$ cat src/rtl/dk_input_pkg.sv
// Shared scan-code constants, key bit indices and decoder types.
// Imported by ps2_rx, ps2_keypad and the player input path.
package dk_input_pkg;

  localparam logic [7:0] SC_W      = 8'h1D;
  localparam logic [7:0] SC_S      = 8'h1B;
  localparam logic [7:0] SC_A      = 8'h1C;
  localparam logic [7:0] SC_D      = 8'h23;
  localparam logic [7:0] SC_SPACE  = 8'h29;
  localparam logic [7:0] SC_EXT    = 8'hE0;
  localparam logic [7:0] SC_BREAK  = 8'hF0;
  localparam logic [7:0] SC_UP     = 8'h75;
  localparam logic [7:0] SC_DOWN   = 8'h72;
  localparam logic [7:0] SC_LEFT   = 8'h6B;
  localparam logic [7:0] SC_RIGHT  = 8'h74;
  localparam logic [7:0] SC_ACK    = 8'hFA;
  localparam logic [7:0] SC_BAT    = 8'hAA;
  localparam logic [7:0] SC_ECHO   = 8'hEE;
  localparam logic [7:0] SC_RESEND = 8'hFE;

  localparam int KEY_UP    = 0;
  localparam int KEY_DOWN  = 1;
  localparam int KEY_LEFT  = 2;
  localparam int KEY_RIGHT = 3;
  localparam int KEY_JUMP  = 4;
  localparam int NKEYS     = 5;

  typedef logic [NKEYS-1:0] keys_t;

  typedef enum logic [1:0] {
    IDLE,
    EXT,
    BRK,
    EXT_BRK
  } dec_state_t;

  typedef struct packed {
    logic [7:0] data;
    logic       valid;
    logic       err;
  } rx_byte_t;

  function automatic keys_t base_mask(input logic [7:0] b);
    keys_t m;
    m = '0;
    unique case (b)
      SC_W:     m[KEY_UP]    = 1'b1;
      SC_S:     m[KEY_DOWN]  = 1'b1;
      SC_A:     m[KEY_LEFT]  = 1'b1;
      SC_D:     m[KEY_RIGHT] = 1'b1;
      SC_SPACE: m[KEY_JUMP]  = 1'b1;
      default:  m = '0;
    endcase
    return m;
  endfunction

  function automatic keys_t ext_mask(input logic [7:0] b);
    keys_t m;
    m = '0;
    unique case (b)
      SC_UP:    m[KEY_UP]    = 1'b1;
      SC_DOWN:  m[KEY_DOWN]  = 1'b1;
      SC_LEFT:  m[KEY_LEFT]  = 1'b1;
      SC_RIGHT: m[KEY_RIGHT] = 1'b1;
      default:  m = '0;
    endcase
    return m;
  endfunction

  // Keyboard status replies, never part of a key sequence.
  function automatic logic is_status(input logic [7:0] b);
    return (b == SC_ACK) || (b == SC_BAT) ||
           (b == SC_ECHO) || (b == SC_RESEND);
  endfunction

endpackage

$ cat src/rtl/ps2_rx.sv
// PS/2 frame receiver: sync, glitch filter, bit counter, timeout, frame check.
// Ports: clk, rst, ps2c, ps2d in; rx (data/valid/err, combinational) out.
// PS2_PARITY_CHECK_EN: also require odd parity.
module ps2_rx
  import dk_input_pkg::*;
#(
  parameter int FILTER_LEN     = 8,
  parameter int TIMEOUT_CYCLES = 100000
) (
  input  logic     clk,
  input  logic     rst,
  input  logic     ps2c,
  input  logic     ps2d,
  output rx_byte_t rx
);

  localparam int FW = $clog2(FILTER_LEN + 1);
  localparam int TW = $clog2(TIMEOUT_CYCLES + 1);

  logic [1:0]         c_sync;
  logic [1:0]         d_sync;
  logic [1:0]         raw;
  logic [1:0]         filt;
  logic [1:0][FW-1:0] fcnt;
  logic               c_prev;
  logic               strobe;
  logic [3:0]         bcnt;
  logic [9:0]         sr;
  logic [TW-1:0]      idle;
  logic               last;
  logic               frame_ok;
  logic               good;

  // Bus idles high: reset syncs/filters to 1 so no false strobe.
  always_ff @(posedge clk or posedge rst) begin
    if (rst) begin
      c_sync <= 2'b11;
      d_sync <= 2'b11;
    end else begin
      c_sync <= {c_sync[0], ps2c};
      d_sync <= {d_sync[0], ps2d};
    end
  end

  assign raw = {d_sync[1], c_sync[1]};

  // A level is taken once FILTER_LEN samples in a row disagree.
  always_ff @(posedge clk or posedge rst) begin
    if (rst) begin
      filt <= 2'b11;
      fcnt <= '0;
    end else begin
      for (int i = 0; i < 2; i++) begin
        if (raw[i] == filt[i]) begin
          fcnt[i] <= '0;
        end else if (fcnt[i] == FW'(FILTER_LEN - 1)) begin
          filt[i] <= raw[i];
          fcnt[i] <= '0;
        end else begin
          fcnt[i] <= fcnt[i] + 1'b1;
        end
      end
    end
  end

  always_ff @(posedge clk or posedge rst) begin
    if (rst) begin
      c_prev <= 1'b1;
      strobe <= 1'b0;
    end else begin
      c_prev <= filt[0];
      strobe <= c_prev & ~filt[0];
    end
  end

  assign last = strobe && (bcnt == 4'd10);

  // sr[0]=start, sr[8:1]=data, sr[9]=parity once 10 bits are in.
  always_ff @(posedge clk or posedge rst) begin
    if (rst) begin
      bcnt <= '0;
      sr   <= '0;
      idle <= '0;
    end else if (strobe) begin
      idle <= '0;
      sr   <= {filt[1], sr[9:1]};
      bcnt <= last ? 4'd0 : bcnt + 4'd1;
    end else if (bcnt != 4'd0) begin
      if (idle == TW'(TIMEOUT_CYCLES - 1)) begin
        bcnt <= '0;
        idle <= '0;
      end else begin
        idle <= idle + 1'b1;
      end
    end else begin
      idle <= '0;
    end
  end

  assign frame_ok = ~sr[0] & filt[1];

`ifdef PS2_PARITY_CHECK_EN
  assign good = frame_ok & (^sr[9:1]);
`else
  assign good = frame_ok;
`endif

  assign rx.data  = sr[8:1];
  assign rx.valid = last & good;
  assign rx.err   = last & ~good;

endmodule

$ cat src/rtl/ps2_keypad.sv
// PS/2 keypad: set-2 make/break decoder driving a 5-bit held-key vector.
// Ports: clk, rst, ps2c, ps2d in; keydown, code, code_valid, frame_err out.
// PS2_PARITY_CHECK_EN (optional): drop frames with bad odd parity.
module ps2_keypad
  import dk_input_pkg::*;
#(
  parameter int FILTER_LEN     = 8,
  parameter int TIMEOUT_CYCLES = 100000
) (
  input  logic       clk,
  input  logic       rst,
  input  logic       ps2c,
  input  logic       ps2d,
  output logic [4:0] keydown,
  output logic [7:0] code,
  output logic       code_valid,
  output logic       frame_err
);

  rx_byte_t   rx;
  dec_state_t state;

  ps2_rx #(
    .FILTER_LEN    (FILTER_LEN),
    .TIMEOUT_CYCLES(TIMEOUT_CYCLES)
  ) u_rx (
    .clk (clk),
    .rst (rst),
    .ps2c(ps2c),
    .ps2d(ps2d),
    .rx  (rx)
  );

  always_ff @(posedge clk or posedge rst) begin
    if (rst) begin
      state      <= IDLE;
      keydown    <= '0;
      code       <= '0;
      code_valid <= 1'b0;
      frame_err  <= 1'b0;
    end else begin
      code_valid <= rx.valid;
      frame_err  <= rx.err;
      if (rx.valid) begin
        code <= rx.data;
        if (!is_status(rx.data)) begin
          unique case (1'b1)
            state == IDLE: begin
              if (rx.data == SC_EXT)
                state <= EXT;
              else if (rx.data == SC_BREAK)
                state <= BRK;
              else
                keydown <= keydown | base_mask(rx.data);
            end
            state == EXT: begin
              if (rx.data == SC_BREAK) begin
                state <= EXT_BRK;
              end else begin
                keydown <= keydown | ext_mask(rx.data);
                state   <= IDLE;
              end
            end
            state == BRK: begin
              keydown <= keydown & ~base_mask(rx.data);
              state   <= IDLE;
            end
            state == EXT_BRK: begin
              keydown <= keydown & ~ext_mask(rx.data);
              state   <= IDLE;
            end
            default: state <= IDLE;
          endcase
        end
      end
    end
  end

endmodule

$ cat config.mk
export PLATFORM = sky130hd
export DESIGN_NAME = ps2_keypad
export DESIGN_NICKNAME = d
export VERILOG_FILES = /design/src/rtl/dk_input_pkg.sv /design/src/rtl/ps2_rx.sv /design/src/rtl/ps2_keypad.sv
export SDC_FILE = /design/constraint.sdc
export NUM_CORES = 1
export LEC_CHECK = 0
export ABC_AREA = 1
export BUFFER_PORTS_ARGS = -buffer_cell sky130_fd_sc_hd__clkbuf_2
export CORE_ASPECT_RATIO = 0.9
export CORE_MARGIN = 2
export CORE_UTILIZATION = 61
export DETAILED_ROUTE_END_ITERATION = 16
export GPL_TIMING_DRIVEN = 0
export PLACE_DENSITY = 0.91
export SLEW_MARGIN = 20
export SYNTH_ARGS = -nofsm -noshare
export SYNTH_HDL_FRONTEND = slang
export SYNTH_SLANG_ARGS = --single-unit
$ cat constraint.sdc
create_clock -name clk -period 2.2 [get_ports clk]
set_input_delay 0.44 -clock clk [delete_from_list [all_inputs] [get_ports clk]]
set_output_delay 0.44 -clock clk [all_outputs]
set_load 0.01 [all_outputs]
==> impl_metrics.tcl <==
set metrics [dict create \
    post_synthesis_simple_gate_area_fraction_pct 33.1 \
    final_critical_path_required_period_ns 1.69 \
    pin_count_of_the_biggest_net_entering_global_routing 54 \
    io_pins 19 \
    main_combinational_cell_family_by_area_after_synthesis "simple AND/OR/NAND/NOR gates" \
    cap_viol_max_count 0 \
    cts_buffer_depth 2 \
    finalNetCount 443 \
    grt_first_pass_wirelength_um 11300 \
    cp.depth 11 \
    report.final.hold_viol_count 0 \
    chipHeight_um 74.1 \
    post_cts_resize_count 0 \
    complex_gate_fraction_of_the_synthesized_area_pct 4.89 \
    clk-insertion-delay-late_ns 0.33 \
    number_of_antenna_violations_at_the_first_check_in_global_routing 0 \
    worst_ep_arrival_time_ns 1.91 \
    cell_internal_pwr_w 0.00202 \
    timing.critical_path.max_delay_family "simple AND/OR/NAND/NOR gates" \
    part_of_the_power_in_combinational_logic_pct 22.8 \
    cts_root_buffer "clkbuf_8" \
    synth_fp_nets 412 \
    startpoint_type "flip-flop" \
    rr_worst_depth 11 \
    fin_crit_share_pct 76.9 \
    grt.overflow.total 0 \
    netSwitchingFraction_pct 32.5 \
    drt-initial-drc-count 293 \
    timing.hold.worst.start "ps2d" \
    die_area_um2 6070 \
    seqPwrFrac_pct 49.0 \
    timing.rr.start "u_rx.bcnt[0]$_DFFE_PP0P_" \
    synth_sequential_area_ratio_pct 48.4 \
    cts_max_level 3 \
    synthCells 402 \
    place.gp.congestion 0.875 \
    startpoint "u_rx.bcnt[0]$_DFFE_PP0P_" \
    ys_ff_latch 64 \
    setup_violations 0 \
    switchingPower_w 0.000972 \
    cts_inserted_buffers 9 \
    post_drt_via_cell_ratio 5.39 \
    crit_path_end "keydown[0]$_DFFE_PP0P_" \
    final_slew_viol_count 0 \
    syn-cell-area_um2 3330 \
    cts_tree "yes" \
    core_um2 5260 \
    fin_cells 505 \
    max_freq_ghz 0.591 \
    reg2reg_setup_slack_ns 0.51 \
    detail_route.drc_violations 0 \
    rsz_0062_raised_after_global_routing "false" \
    worst_setup_hold_path_clk_slew_ns 0.07 \
    power_density_relative_to_cell_area_nw_per_um2 807 \
    yosys-mux-area-fraction_pct 0.338 \
    area_delta_synth_final_pct 11.4 \
    cpPeakStageDelay_ns 0.43 \
    synth_area_per_cell_um2 8.28 \
    cp_max_fo 8 \
    timing.hold.worst.class "in -> reg" \
    antenna_cells 0 \
    tightestPinTransition_ns 0.437 \
    start_util_pct 63.4 \
    peakVddDrop_mv 0.501 \
    port_buffers 18 \
    grt_pass1_vias 2592 \
    detail-route-antenna-nets 0 \
    cp_data_required_time_ns 2.42 \
    worst_setup_path_end_kind "flip-flop" \
    die-width_um 81.9 \
    drt-wirelength-per-cell_um 13.0 \
    detailedRoute.firstPassIterationCount 4 \
    synthesis.yosys.warnings 0 \
    post_synth_xor_area_fraction_pct 4.21 \
    worstSetupPathType "reg -> reg" \
    cpMaxStageDelayCell "dfrtp_1" \
    worst_r2r_endpoint "keydown[0]$_DFFE_PP0P_" \
    cp_cell_sequence "inv_1 -> ha_1 -> nand2_1 -> inv_1 -> nand3_4 -> nor2_1 -> nand2_1 -> nor2_4 -> inv_2 -> nand2_1 -> nand2_1" \
    netlist-cell-type-count 33 \
    final.hold.worst_slack_ns 0.185 \
    fp-row-count 25 \
    vias 2724 \
    placed_cells 488 \
    layout-drive-gt1-share_pct 19.2 \
    critical_path.most_common_cell "nand2_1" \
    slew-limit-headroom_pct 70.7 \
    post_synth_fa_ha_maj_area_fraction_pct 2.25 \
    power.leakage_nw 1.80 \
    route.final.wire_length_um 6550 \
    final_util_pct 70.6 \
    finalSetupTns_ns 0 \
    track_usage_pct 24.5 \
    worst_clock_skew_ns 0.00679 \
    estimated_wirelength_of_the_detail_placed_design_um 4930 \
    outcome "completed" \
    power_frac_clock_pct 28.2 \
    cts.sinks 64 \
    critical_path_buf_inv_count 3 \
]
==> how the worst min path moves through the flow <==
stage | depth (start not counted) | slack (ns) | endpoint
2_1_floorplan | 0 | 0.35 | u_rx.c_sync[1]$_DFF_PP1_
3_3_place_gp | 0 | 0.35 | u_rx.d_sync[1]$_DFF_PP1_
3_5_place_dp | 2 | 0.35 | u_rx.idle[1]$_DFF_PP0_
4_1_cts | 1 | 0.17 | u_rx.d_sync[0]$_DFF_PP1_
5_1_grt | 1 | 0.16 | u_rx.d_sync[0]$_DFF_PP1_
6_report | 1 | 0.18 | u_rx.d_sync[0]$_DFF_PP1_
==> cell type report <==
type                       instances  area [um2]
sequential                        64        1610
fill                             377        1550
multi-input combinational        282        1490
inverter                          52         198
clock buffer                      12         145
timing repair buffer              20         128
tap                               67        83.8
buffer                             4        32.5
clock inverter                     4        20.0
==> cells in the final DEF, fill, tap and decap left out, drive strengths merged, types with 7 or more instances in the layout <==
cell / instances
clkbuf: 32
dfrtp: 57
dfstp: 7
inv: 51
nand2: 107
nand3: 33
nand4: 8
nor2: 69
o21ai: 24
xnor2: 7
xor2: 9
==> cell usage after synthesis <==
master / instances / area, um2
nand2_1: 98 / 368
dfrtp_1: 57 / 1430
nor2_1: 51 / 191
inv_1: 47 / 176
nand3_1: 27 / 135
o21ai_0: 21 / 105
nor2_2: 12 / 75.1
nand2_2: 9 / 56.3
xor2_1: 9 / 78.8
nand4_1: 8 / 50.1
dfstp_2: 7 / 184
xnor2_1: 7 / 61.3
a21oi_1: 6 / 30.0
ha_1: 6 / 75.1
nor2_4: 5 / 56.3
inv_2: 4 / 15.0
nand3_2: 4 / 40.0
nor3_1: 3 / 15.0
nor3b_1: 3 / 22.5
clkbuf_1: 2 / 7.51
nand3_4: 2 / 35.0
nand3b_1: 2 / 15.0
o21ai_1: 2 / 10.0
a31o_2: 1 / 8.76
and3_1: 1 / 6.26
buf_12: 1 / 20.0
buf_2: 1 / 5.00
clkinv_1: 1 / 3.75
mux2_2: 1 / 11.3
nor2_8: 1 / 20.0
nor3_2: 1 / 10.0
nor4_1: 1 / 6.26
o21ai_2: 1 / 8.76
==> cell families (layout without fill, tap and decap cells) <==
family,Yosys count,count (layout)
AND/OR/NAND/NOR,228,228
flip-flops,64,64
buffers and inverters,56,92
AO/OA/AOI/OAI,31,31
XOR/XNOR,16,16
adder cells (fa/ha/maj),6,6
multiplexers,1,1
==> power by group through the flow <==
stage               combinational, W  sequential (W)  clock [W]
floorplan                   0.000549         0.00145          0
global placement            0.000644         0.00147          0
detailed placement          0.000681         0.00149          0
CTS                         0.000688         0.00147   0.000868
global route                0.000763         0.00149   0.000926
finish                      0.000682         0.00147   0.000844
==> state kept, by name, indices dropped and copies added, names as in the netlist <==
name / flops
u_rx.d_sync: 2
frame_err: 1
u_rx.sr: 10
u_rx.strobe: 1
u_rx.c_prev: 1
u_rx.fcnt: 8
u_rx.idle: 17
u_rx.c_sync: 2
state: 2
code_valid: 1
keydown: 5
u_rx.filt: 2
u_rx.bcnt: 4
code: 8
==> timing repair <==
action | 4_1_cts | 5_1_grt
buffers inserted | 0 | 0
endpoints found under the hold margin | 10 | 0
hold buffers | 1 | 0
==> through the flow <==
step	area [um2]	setup slack [ns]	total power (W)
2_1_floorplan	3330	0.173	0.00200
3_3_place_gp	3500	-0.527	0.00212
3_5_place_dp	3530	0.529	0.00217
4_1_cts	3710	0.510	0.00302
5_1_grt	3710	0.334	0.00318
6_report	3710	0.509	0.00299
==> layer usage <==
metal / wire [um] / track usage (%)
met3: 406 / 7.04
met4: 103 / 10.2
met1: 2800 / 30.0
met2: 3240 / 40.9
met5: 0 / 0
(Power assumes the default switching activity.)
